$ cat src/rtl/m68k_dtack_ctrl.sv
// m68k_dtack_ctrl: 68000 bus-cycle sequencer for the NeoGeo map; decodes the region, counts wait
// states or handshakes with the SDRAM controller, and drives nDTACK. Define DTACK_TIMEOUT_EN for the nBERR timeout.
module m68k_dtack_ctrl #(
  parameter int WS_WRAM     = 0,
  parameter int WS_IO       = 1,
  parameter int WS_PAL      = 0,
  parameter int WS_CARD     = 2,
  parameter int WS_BRAM     = 0,
  parameter int WS_UNMAP    = 3,
  parameter int TIMEOUT_CYC = 256
) (
  input  logic        CLK_48M,
  input  logic        nRESET,
  input  logic        CLK_EN_68K_P,
  input  logic [23:1] M68K_ADDR,
  input  logic        nAS,
  input  logic        nUDS,
  input  logic        nLDS,
  input  logic        M68K_RW,
  output logic        SDR_REQ,
  output logic        SDR_RD,
  input  logic        SDR_ACK,
  output logic        nDTACK,
  output logic        nBERR,
  output logic        BUSY
);

  typedef enum logic [2:0] {
    S_IDLE, S_SDR_WAIT, S_WCNT, S_ACK, S_HOLD, S_DRAIN, S_BERR
  } state_t;

  state_t     r_state, w_state_nxt;
  logic [3:0] r_ws_cnt, w_ws_cnt_nxt;
  logic       r_strb_idle;
  logic       r_sdr_req, w_sdr_req_nxt;
  logic       r_sdr_rd, w_sdr_rd_nxt;
  logic       r_dtack_n, r_busy;
  logic       w_strb_idle, w_strb_rise, w_start, w_iack;
  logic       w_rgn_sdram;
  logic [3:0] w_rgn_ws;
  logic       w_timeout, w_sdr_pend;
  logic       w_unused;

  assign w_strb_idle = nUDS & nLDS;
  assign w_strb_rise = w_strb_idle & ~r_strb_idle;
  assign w_start     = CLK_EN_68K_P & ~nAS & ~w_strb_idle;
  assign w_iack      = &M68K_ADDR[23:4];

  // Region decode on the 1 MB granule; anything not listed uses the unmapped wait count.
  always_comb begin
    w_rgn_sdram = 1'b0;
    w_rgn_ws    = 4'(WS_UNMAP);
    case (M68K_ADDR[23:20])
      4'h0, 4'h2, 4'hC:        w_rgn_sdram = 1'b1;
      4'h1:                    w_rgn_ws    = 4'(WS_WRAM);
      4'h3:                    w_rgn_ws    = 4'(WS_IO);
      4'h4, 4'h5, 4'h6, 4'h7:  w_rgn_ws    = 4'(WS_PAL);
      4'h8, 4'h9, 4'hA, 4'hB:  w_rgn_ws    = 4'(WS_CARD);
      4'hD:                    w_rgn_ws    = 4'(WS_BRAM);
      default: ;
    endcase
  end

  // NOTE: every signal written here gets a default first, so no path can infer a latch.
  always_comb begin
    w_state_nxt   = r_state;
    w_ws_cnt_nxt  = r_ws_cnt;
    w_sdr_req_nxt = 1'b0;
    w_sdr_rd_nxt  = r_sdr_rd;
    case (r_state)
      S_IDLE: begin
        if (w_start) begin
          if (w_iack) begin
            w_state_nxt = S_HOLD;
          end else if (w_rgn_sdram) begin
            w_state_nxt   = S_SDR_WAIT;
            w_sdr_req_nxt = 1'b1;
            w_sdr_rd_nxt  = M68K_RW;
          end else if (w_rgn_ws == 4'd0) begin
            w_state_nxt = S_ACK;
          end else begin
            w_state_nxt  = S_WCNT;
            w_ws_cnt_nxt = w_rgn_ws;
          end
        end
      end
      S_SDR_WAIT: begin
        // An ack coinciding with an abort is consumed here, so DRAIN never waits for it.
        if (SDR_ACK)        w_state_nxt = nAS ? S_IDLE : S_ACK;
        else if (nAS)       w_state_nxt = S_DRAIN;
        else if (w_timeout) w_state_nxt = S_BERR;
      end
      S_WCNT: begin
        if (nAS) begin
          w_state_nxt = S_IDLE;
        end else if (CLK_EN_68K_P) begin
          w_ws_cnt_nxt = r_ws_cnt - 4'd1;
          if (r_ws_cnt == 4'd1) w_state_nxt = S_ACK;
          else if (w_timeout)   w_state_nxt = S_BERR;
        end
      end
      S_ACK:   if (nAS || w_strb_rise) w_state_nxt = S_IDLE;
      S_HOLD:  if (nAS) w_state_nxt = S_IDLE;
      S_DRAIN: if (SDR_ACK) w_state_nxt = S_IDLE;
      S_BERR:  if (nAS) w_state_nxt = (w_sdr_pend && !SDR_ACK) ? S_DRAIN : S_IDLE;
      default: w_state_nxt = S_IDLE;
    endcase
  end

  // Outputs are registered from the next state so the CPU-facing strobes never glitch.
  // NOTE: non-blocking assignments so every flop samples pre-edge values regardless of order.
  always_ff @(posedge CLK_48M or negedge nRESET) begin
    if (!nRESET) begin
      r_state     <= S_IDLE;
      r_ws_cnt    <= '0;
      r_strb_idle <= 1'b1;
      r_sdr_req   <= 1'b0;
      r_sdr_rd    <= 1'b1;
      r_dtack_n   <= 1'b1;
      r_busy      <= 1'b0;
    end else begin
      r_state     <= w_state_nxt;
      r_ws_cnt    <= w_ws_cnt_nxt;
      r_strb_idle <= w_strb_idle;
      r_sdr_req   <= w_sdr_req_nxt;
      r_sdr_rd    <= w_sdr_rd_nxt;
      r_dtack_n   <= (w_state_nxt != S_ACK);
      r_busy      <= (w_state_nxt != S_IDLE);
    end
  end

`ifdef DTACK_TIMEOUT_EN
  logic [8:0] r_to_cnt;
  logic       r_sdr_pend;
  logic       r_berr_n;

  assign w_timeout  = CLK_EN_68K_P && (r_state == S_SDR_WAIT || r_state == S_WCNT) &&
                      (r_to_cnt == 9'(TIMEOUT_CYC - 1));
  assign w_sdr_pend = r_sdr_pend;
  assign w_unused   = ^M68K_ADDR[3:1];

  always_ff @(posedge CLK_48M or negedge nRESET) begin
    if (!nRESET) begin
      r_to_cnt   <= '0;
      r_sdr_pend <= 1'b0;
      r_berr_n   <= 1'b1;
    end else begin
      if (r_state == S_IDLE)
        r_to_cnt <= '0;
      else if (CLK_EN_68K_P && (r_state == S_SDR_WAIT || r_state == S_WCNT))
        r_to_cnt <= r_to_cnt + 9'd1;
      // Tracks an SDRAM request whose ack is still owed, so a bus error can drain it.
      if (w_sdr_req_nxt)
        r_sdr_pend <= 1'b1;
      else if (SDR_ACK)
        r_sdr_pend <= 1'b0;
      r_berr_n <= (w_state_nxt != S_BERR);
    end
  end

  assign nBERR = r_berr_n;
`else
  assign w_timeout  = 1'b0;
  assign w_sdr_pend = 1'b0;
  assign w_unused   = ^M68K_ADDR[3:1] ^ (TIMEOUT_CYC == 0);
  assign nBERR      = 1'b1;
`endif

  assign SDR_REQ = r_sdr_req;
  assign SDR_RD  = r_sdr_rd;
  assign nDTACK  = r_dtack_n;
  assign BUSY    = r_busy;

endmodule

$ cat config.mk
export PLATFORM = sky130hd
export DESIGN_NAME = m68k_dtack_ctrl
export DESIGN_NICKNAME = d
export VERILOG_FILES = /design/src/rtl/m68k_dtack_ctrl.sv
export SDC_FILE = /design/constraint.sdc
export NUM_CORES = 1
export LEC_CHECK = 0
export ABC_AREA = 0
export BUFFER_PORTS_ARGS = -buffer_cell sky130_fd_sc_hd__buf_2
export CORE_MARGIN = 2
export CORE_UTILIZATION = 43
export DETAILED_ROUTE_END_ITERATION = 12
export PLACE_DENSITY = 0.84
export REMOVE_ABC_BUFFERS = 1
export SYNTH_ARGS = -nofsm -noshare
export SYNTH_HDL_FRONTEND = slang
export SYNTH_SLANG_ARGS = --single-unit
$ cat constraint.sdc
create_clock -name CLK_48M -period 2.1 [get_ports CLK_48M]
set_input_delay 0.105 -clock CLK_48M [delete_from_list [all_inputs] [get_ports CLK_48M]]
set_output_delay 0.105 -clock CLK_48M [all_outputs]
set_load 0.01 [all_outputs]
After elaboration in Yosys (flattened, before gate mapping)
Index checks and enable logic that the tools add are counted.
- flip-flop bits (word level): 12
- output and inout port bits: 5
- input bits: 31
- eq/ne operators: 27
- bitwise logic cells: 8
- reductions and logical operators: 13
- mux-type cells: 27
- $add $sub $neg: 1
- operator list (operator ; number):
    3-bit 2-to-1 mux ; 10
    4-bit == test (second input constant) ; 6
    4-bit 2-to-1 mux ; 6
    20-bit AND reduction ; 1
    3-bit one-hot mux with 6 select lines ; 1
    4-bit by 3-bit == test with 1-bit output (second input constant) ; 4
    2-bit != test (second input constant) ; 6
    3-bit == test (second input constant) ; 3
    4-bit by 1-bit == test with 1-bit output (second input constant) ; 2
    4-bit by 2-bit == test with 1-bit output (second input constant) ; 2
    4-bit logical NOT ; 2
    4-bit one-hot mux with 2 select lines ; 1
    7-bit AND reduction ; 1
    3-bit by 2-bit == test with 1-bit output (second input constant) ; 2
    1-bit 2-to-1 mux ; 6
    2-bit one-hot mux with 3 select lines ; 1
    6-bit OR reduction ; 1
    1-bit bitwise AND ; 4
    2-bit 2-to-1 mux ; 2
    1-bit NOT ; 4
    4-bit AND reduction ; 1
    4-bit OR reduction ; 1
    4-bit by 1-bit subtractor with 4-bit output (second input constant) ; 1
    3-bit by 1-bit == test with 1-bit output (second input constant) ; 1
    other kinds (7) ; 7

Depth between registers and ports, before layout
Gate-level depths: netlist of run 1.
- depth in word-level cells: 10
- gate-level depth with buffers: 6
- mapped depth without buffers: 5

Worst setup path after synthesis of run 1
OpenSTA, ideal clock, no wires.
- path kind: register -> register
- from: reg r_state[0]
- to: reg r_ws_cnt[0]
- data arrival time: 1372 ps
- buffers on the path: 1
- stages on the path, launching flop included: 6
- setup slack: 607 ps
- required time: 1978 ps
- period minus slack after synthesis: 1493 ps
- cells stage by stage: dfrtp_1 -> clkbuf_2 -> nor3b_1 -> and3b_1 -> inv_1 -> a32o_1
- word-level cells in the longest chain between the ends: 3
- elaborated cells on any way between the ends: 11
- those cells by class: 7 x eq/ne; 1 x mux; 3 x reduce/logical
- RTL lines (item ; RTL line ; source):
    start, declared ; 32 ; state_t r_state, w_state_nxt;
    start signal, assigned ; 122 ; r_state <= w_state_nxt;
    3-bit by 2-bit == test with 1-bit output or 3-bit logical NOT (tied branches) ; 70 ; case (r_state)
    2-bit != test (no source line) or 2-bit nonzero test (tied branches) ; -- ;
    7-bit AND reduction (no source line) ; -- ;
    end signal, assigned ; 123 ; r_ws_cnt <= w_ws_cnt_nxt;
    end, declared ; 33 ; logic [3:0] r_ws_cnt, w_ws_cnt_nxt;
Parallel ways exist; a longest one is shown, timed or not.
A chain may end at the register's enable or synchronous reset.

Worst setup path after layout of run 1
Ends and elaborated chain as after synthesis.

==> results of run 1 <==
-- worst max-delay path, delay by kind of cell, from the launching register on --
| family | cells | cell delay, ps |
|---|---|---|
| DFF | 1 | 460 |
| and+or+nand+nor | 3 | 470 |
| AOI/OAI and AO/OA | 2 | 540 |
-- Yosys cell counts (all sizes together) (2+ instances only) --
library cell	count	share of area (%)
nor2	9	4.8
inv	5	2.6
nor3	3	3.5
ha	2	3.5
o21ai	4	2.8
dfrtp	9	32
a21oi	6	4.2
dfstp	3	11
nor3b	3	3.2
o22ai	2	1.8
nand2	7	4.0
or2b	2	2.1
a31oi	3	2.6
nand4	5	4.4
-- power by group through the flow --
stage	Combinational [mW]	Sequential, mW	Clock [mW]
final	0.261	0.368	0.182
after global routing	0.301	0.381	0.198
after CTS	0.264	0.367	0.186
after detailed placement	0.261	0.372	0
after global placement	0.251	0.363	0
after floorplan	0.162	0.365	0
-- cell usage in the layout (no fill, tap or decap) --
| master | Yosys | final |
|---|---|---|
| sky130_fd_sc_hd__o22ai_1 | 2 | 2 |
| sky130_fd_sc_hd__conb_1 | 1 | 1 |
| sky130_fd_sc_hd__mux2_2 | 1 | 1 |
| sky130_fd_sc_hd__xnor2_1 | 1 | 1 |
| sky130_fd_sc_hd__or2b_1 | 2 | 2 |
| sky130_fd_sc_hd__clkbuf_4 | 0 | 3 |
| sky130_fd_sc_hd__ha_1 | 2 | 2 |
| sky130_fd_sc_hd__and3b_1 | 1 | 1 |
| sky130_fd_sc_hd__nand2_2 | 1 | 1 |
| sky130_fd_sc_hd__a31oi_1 | 3 | 3 |
| sky130_fd_sc_hd__dfstp_2 | 3 | 3 |
| sky130_fd_sc_hd__mux2i_1 | 1 | 1 |
| sky130_fd_sc_hd__o2bb2ai_1 | 1 | 1 |
| sky130_fd_sc_hd__or3_1 | 1 | 1 |
| sky130_fd_sc_hd__nand4_1 | 5 | 5 |
| sky130_fd_sc_hd__nor3_2 | 2 | 2 |
| sky130_fd_sc_hd__a21oi_1 | 6 | 6 |
| sky130_fd_sc_hd__nand2b_1 | 1 | 1 |
| sky130_fd_sc_hd__buf_4 | 1 | 1 |
| sky130_fd_sc_hd__nor3_1 | 1 | 1 |
| sky130_fd_sc_hd__buf_2 | 0 | 31 |
| sky130_fd_sc_hd__clkbuf_8 | 0 | 1 |
| sky130_fd_sc_hd__o21bai_1 | 1 | 1 |
| sky130_fd_sc_hd__a32o_1 | 1 | 1 |
| sky130_fd_sc_hd__a21o_2 | 1 | 1 |
| sky130_fd_sc_hd__a22o_1 | 1 | 1 |
| sky130_fd_sc_hd__nand2_1 | 6 | 6 |
| sky130_fd_sc_hd__inv_1 | 5 | 5 |
| sky130_fd_sc_hd__nand3_1 | 1 | 1 |
| sky130_fd_sc_hd__a2bb2oi_1 | 1 | 1 |
| sky130_fd_sc_hd__o21ai_0 | 4 | 4 |
| sky130_fd_sc_hd__nor3b_1 | 3 | 3 |
| sky130_fd_sc_hd__nor2_1 | 9 | 9 |
| sky130_fd_sc_hd__dfrtp_1 | 9 | 9 |
| sky130_fd_sc_hd__dlygate4sd3_1 | 0 | 1 |
-- sequential cells by signal, indices dropped and copies added (netlist names) --
| name | flops |
|---|---|
| r_state | 3 |
| SDR_REQ | 1 |
| BUSY | 1 |
| r_ws_cnt | 4 |
| r_strb_idle | 1 |
| SDR_RD | 1 |
| nDTACK | 1 |
-- layer usage --
layer  vias up  wire (um)
met5         -          0
met4         0         46
met3         5        129
met2        38        734
met1       319        656
li1        353          -
-- worst paths after layout --
path                             startpoint          end  depth (start not counted)
worst max register to register   r_state[0]  r_ws_cnt[0]                          5
worst min register to register  r_ws_cnt[3]  r_ws_cnt[3]                          1
worst min-delay path                   nLDS  r_strb_idle                          3
min in group asynchronous            nRESET  r_ws_cnt[3]                          2
worst max-delay path             r_state[0]  r_ws_cnt[0]                          5
max in group asynchronous            nRESET  r_strb_idle                          2
-- what timing repair did --
item,CTS,global route
setup endpoints to repair,0,0
hold buffers,1,0
hold endpoints to repair,12,0
-- cells by family after synthesis --
logic type	after synthesis	synth area share [%]
XOR/XNOR	1	1.23
buffers and inverters	7	4.40
adder cells (fa/ha/maj)	2	3.52
AND/OR/NAND/NOR	33	25.7
multiplexers	2	2.99
flip-flops	12	42.8
AO/OA/AOI/OAI	21	18.8
other	1	0.528
-- final cells by class --
| type | count | area (um^2) | share of cell area [%] |
|---|---|---|---|
| Timing Repair Buffer | 33 | 173 | 18.6 |
| Clock buffer | 4 | 36.3 | 3.91 |
| Sequential cell | 12 | 304 | 32.8 |
| Tap cell | 16 | 20.0 | 2.16 |
| Inverter | 5 | 18.8 | 2.02 |
| Multi-Input combinational cell | 60 | 375 | 40.5 |
-- stage by stage --
stage	area [um^2]	hold slack, ps	utilization [%]	worst slack, ps
after floorplan	698	-191	-	661
after global placement	881	-14.5	57.8	603
after detailed placement	881	-5.44	57.8	555
after CTS	927	67.5	60.8	519
after global routing	927	77.5	60.8	421
final	927	71.8	60.8	533
==> results_dict.tcl, run 1 <==
set metrics [dict create \
    setup.reg_to_reg.worst_slack_ps 530 \
    final-setup-viol-count 0 \
    status "finished clean" \
    synth-edff-count 0 \
    chipWidth_um 44.7 \
    cts_tree "done" \
    cp_cell_sequence "nor2_1 > nand4_1 > a21oi_1 > nand3_1 > a32o_1" \
    grt_antenna_before_repair 0 \
    final_hold_viol_count 0 \
    synth-seq-area-share_pct 42.8 \
    detailed_place_hpwl_um 1260 \
    cts_inserted_buffers 3 \
    clock-skew-final_ps 5.02 \
    endpoint_kind "register" \
    n_antenna_cell 0 \
    post_route_clock_period_utilization_pct 74.6 \
    finalNetCount 148 \
    grt_use_met3_pct 1.63 \
    cp-start-kind "register" \
    num-fill-cells 140 \
    root_buffer "sky130_fd_sc_hd__clkbuf_4" \
    dieArea_mm2 0.00199 \
    layout.cells.non_filler 130 \
    start_util_pct 46.6 \
    cellPowerDensity_mw_per_mm2 874 \
    chipHeight_um 44.7 \
    timing.critical_path.slowest_cell_delay_ps 460 \
    top_level_ports 36 \
    fraction_of_met1_tracks_used_by_global_routing_pct 21.4 \
    global_route.overflow_total 0 \
    placed_cells 125 \
    drv_slew 0 \
    routabilityCongestion 0.721 \
    global_route_wire_length_before_repair_um 2540 \
    globalRouteTotalUtil_pct 17.8 \
    p_seq_share_pct 45.3 \
    drc 0 \
    clock_tree.htree_level_count 1 \
    setup-tns-final_ps 0 \
    share_of_layout_cells_above_drive_strength_1_pct 38.6 \
    grt_busiest_layer "met2" \
    hp-class "in2reg" \
    grt_max_degree 13 \
    detail_route.wl_per_cell_um 12.0 \
    vias 715 \
    totalPowerFinal_mw 0.811 \
    globalRouteMet2Util_pct 29.3 \
    unrepaired_setup_endpoints_after_global_routing "no" \
    p_comb_share_pct 32.2 \
    clkPwrFrac_pct 22.5 \
    swShare_pct 33.3 \
    synth.avg_cell_area_um2 9.00 \
    cts.repair.resized 0 \
    arrival_ps 1740 \
    power.leakage_nw 0.446 \
    total_switching_power_mw 0.270 \
    critical_path_class "reg2reg" \
    placementRows 14 \
    clkSinkCount 12 \
    internal_power_mw 0.541 \
    yosysWarnings 0 \
    drt_wl_total_um 1570 \
    clockBufferDepth 2 \
    drt-initial-drc-count 15 \
    drt_pre_antenna_iters 4 \
    ir_worst_vdd_mv 0.369 \
    timing.fmax_mhz 638 \
    layout_min_cycle_time_ps 1570 \
    first_global_vias 650 \
    crit_slowest_cell "sky130_fd_sc_hd__dfrtp_1" \
    worstPathMaxFanout 8 \
    async_reset_ff_share_pct 100 \
    area_growth_syn_to_layout_pct 30.5 \
    dominantRegCellSynth "sky130_fd_sc_hd__dfrtp_1" \
    ys_types 32 \
    drt-vias-per-instance 5.50 \
    maxCapViolCount 0 \
    timing.critical_path.required_ps 2270 \
    detail-route-antenna-nets 0 \
    clk_pin_slew_worst_paths_ps 80 \
    port_buffers 31 \
    post_synth_instance_area_um2 711 \
    core_mm2 0.00152 \
    worstSkewPairLatency_ps 270 \
    cts_setup_buffers 0 \
    synth-seq-cells 12 \
    netlist_instances 79 \
]
No activity file was read; power rests on OpenSTA's default activity.
==> run 2: changes to the inputs <==
--- a/config.mk
+++ b/config.mk
@@ -5,12 +5,12 @@
 export SDC_FILE = /design/constraint.sdc
 export NUM_CORES = 1
 export LEC_CHECK = 0
-export ABC_AREA = 0
+export ABC_AREA = 1
 export BUFFER_PORTS_ARGS = -buffer_cell sky130_fd_sc_hd__buf_2
 export CORE_MARGIN = 2
-export CORE_UTILIZATION = 43
+export CORE_UTILIZATION = 47
 export DETAILED_ROUTE_END_ITERATION = 12
-export PLACE_DENSITY = 0.84
+export PLACE_DENSITY = 0.86
 export REMOVE_ABC_BUFFERS = 1
 export SYNTH_ARGS = -nofsm -noshare
 export SYNTH_HDL_FRONTEND = slang
==> constraint.sdc (replaced) <==
create_clock -name CLK_48M -period 1.6 [get_ports CLK_48M]
set_input_delay 0.08 -clock CLK_48M [delete_from_list [all_inputs] [get_ports CLK_48M]]
set_output_delay 0.08 -clock CLK_48M [all_outputs]
set_load 0.01 [all_outputs]
==> results_dict.tcl, run 2 <==
set metrics [dict create \
    status "finished clean" \
    yosys.cell_count.top_type "sky130_fd_sc_hd__nand2_1" \
    cp-start-kind "register" \
    layout_common_cells "51 x sky130_fd_sc_hd__nand2_1, 31 x sky130_fd_sc_hd__buf_2, 19 x sky130_fd_sc_hd__inv_1, 12 x sky130_fd_sc_hd__nor2_1" \
    global_route_wire_length_before_repair_um 3330 \
    synth.avg_cell_area_um2 6.44 \
    cts_tree "done" \
    synth-edff-count 0 \
    clockBufferDepth 2 \
    max_flop_register "r_ws_cnt" \
    totalPowerFinal_mw 1.48 \
    ys_types 22 \
    finalNetCount 211 \
    start_util_pct 51.5 \
    maxCapViolCount 0 \
    dominantRegCellSynth "sky130_fd_sc_hd__dfrtp_1" \
    netlist_top_cells_area "sky130_fd_sc_hd__dfrtp_1 25%, sky130_fd_sc_hd__nand2_1 21%, sky130_fd_sc_hd__dfstp_2 8.7%" \
    final_hold_viol_count 0 \
    ir_worst_vdd_mv 1.13 \
    drt-initial-drc-count 26 \
    placementRows 15 \
    synthDominantCellAreaShare_pct 24.8 \
    worstPathMaxFanout 8 \
    n_antenna_cell 0 \
    drc 0 \
    cts_inserted_buffers 3 \
    timing.critical_path.required_ps 1760 \
    root_buffer "sky130_fd_sc_hd__clkbuf_4" \
    final-setup-viol-count 0 \
    drv_slew 0 \
    clk_pin_slew_worst_paths_ps 80 \
    setup-tns-final_ps 0 \
    grt_antenna_before_repair 0 \
    detailed_place_hpwl_um 1700 \
    post_synth_instance_area_um2 908 \
    critical_path_class "reg2reg" \
    clkSinkCount 12 \
    cts_setup_buffers 0 \
    num-fill-cells 180 \
    clock_tree.htree_level_count 1 \
    placed_cells 196 \
    synth-seq-area-share_pct 33.5 \
    worstSkewPairLatency_ps 270 \
    grt_max_degree 13 \
    unrepaired_setup_endpoints_after_global_routing "no" \
    share_of_layout_cells_above_drive_strength_1_pct 28.2 \
    top_level_ports 36 \
    synth_largest_area_cell "sky130_fd_sc_hd__dfrtp_1" \
    largest_registers "r_ws_cnt: 4 flops, r_state: 3 flops" \
    chipHeight_um 48.0 \
    synth-seq-cells 12 \
    routabilityCongestion 0.837 \
    setup.reg_to_reg.worst_slack_ps 130 \
    netlist_instances 141 \
    clock-skew-final_ps 1.93 \
    yosysWarnings 0 \
    dieArea_mm2 0.00230 \
    drt_pre_antenna_iters 4 \
    global_route.overflow_total 0 \
    async_reset_ff_share_pct 100 \
    core_mm2 0.00176 \
    vias 968 \
    globalRouteTotalUtil_pct 20.5 \
    power.leakage_nw 0.650 \
    mostFrequentLayoutCell "sky130_fd_sc_hd__nand2_1" \
    drt_wl_total_um 2110 \
    chipWidth_um 48.0 \
    endpoint_kind "register" \
    layout.cells.non_filler 202 \
    most_instantiated_cells_after_synthesis "51 x sky130_fd_sc_hd__nand2_1, 19 x sky130_fd_sc_hd__inv_1, 12 x sky130_fd_sc_hd__nor2_1" \
    post_route_clock_period_utilization_pct 92.0 \
    first_global_vias 863 \
    port_buffers 31 \
    cellPowerDensity_mw_per_mm2 1290 \
    timing.fmax_mhz 679 \
    drt-vias-per-instance 4.79 \
    layout_min_cycle_time_ps 1470 \
    hp-class "in2reg" \
    arrival_ps 1630 \
    detail-route-antenna-nets 0 \
    largest_reg_flops 4 \
    detail_route.wl_per_cell_um 10.4 \
    area_growth_syn_to_layout_pct 25.9 \
    cts.repair.resized 0 \
]
run 2: changes by cell type after synthesis, moves of 3 or more:
cell	delta
sky130_fd_sc_hd__a31oi_1	-3
sky130_fd_sc_hd__inv_1	+14
sky130_fd_sc_hd__inv_2	+4
sky130_fd_sc_hd__nand2_1	+45
sky130_fd_sc_hd__nand3_1	+8
sky130_fd_sc_hd__nand4_1	+4
sky130_fd_sc_hd__nor2_1	+3
sky130_fd_sc_hd__nor2_2	+3
sky130_fd_sc_hd__nor3b_1	-3
run 2: routing by layer:
| metal | share of wire [%] | global-route usage [%] |
|---|---|---|
| met1 | 42 | 22.8 |
| met2 | 54 | 38.4 |
| met3 | 3.3 | 5.28 |
| met4 | 0.52 | 5.41 |
| met5 | 0 | 0 |
run 2: final cells by class:
type	count	area, um^2	share of cell area (%)
well taps	25	31.3	2.74
inverters	23	86.3	7.55
flip-flops and latches	12	304	26.6
clock buffers	4	36.3	3.17
multi-input cells	105	510	44.6
repair buffers	33	175	15.3
run 2: final timing paths:
path	endpoint	cells after the start	startpoint
worst max register to register	r_ws_cnt[0]	8	r_state[0]
min in group asynchronous	r_ws_cnt[2]	2	nRESET
worst min-delay path	r_strb_idle	3	nLDS
worst max-delay path	r_ws_cnt[0]	8	r_state[0]
max in group asynchronous	SDR_RD	2	nRESET
worst min register to register	SDR_RD	2	SDR_RD
run 2: power breakdown:
group,leakage [nW],total [mW],internal (mW),switching (mW)
combinational,0.480,0.730,0.277,0.454
sequential,0.149,0.509,0.416,0.0928
clock,0.0210,0.241,0.138,0.102
total,0.650,1.48,0.831,0.649
run 2: cell families (layout without fill, tap and decap cells):
kind of cell | Yosys count | in the layout | share of synthesized area (%)
simple gates | 93 | 93 | 46.4
buf+inv | 24 | 60 | 10.3
flops | 12 | 12 | 33.5
compound gates | 8 | 8 | 5.65
fa+ha+maj | 2 | 2 | 2.75
other cells | 1 | 1 | 0.413
xor+xnor | 1 | 1 | 0.964
run 2: repair_timing:
action | 4_1_cts | 5_1_grt
hold endpoints to repair | 13 | 0
setup endpoints to repair | 0 | 0
hold buffers | 2 | 0
run 2: worst max-delay path, stage by stage, from the launching register on:
cell	delay [ps]
sky130_fd_sc_hd__dfrtp_1	470
sky130_fd_sc_hd__nor2_2	150
sky130_fd_sc_hd__inv_2	50
sky130_fd_sc_hd__nor2_4	130
sky130_fd_sc_hd__inv_2	70
sky130_fd_sc_hd__o21ai_4	220
sky130_fd_sc_hd__nand3_2	130
sky130_fd_sc_hd__nand2_1	80
sky130_fd_sc_hd__nand2_1	60
run 2: per-stage QoR:
stage          cell area [um^2]  hold slack, ps  util (%)  worst slack [ps]
2_1_floorplan               901            -216         -               324
3_3_place_gp               1090           -40.3      61.6               228
3_5_place_dp               1090           -33.3      61.6               159
4_1_cts                    1140            9.91      64.8               140
5_1_grt                    1140            32.0      64.8              23.5
6_report                   1140            18.4      64.8               128
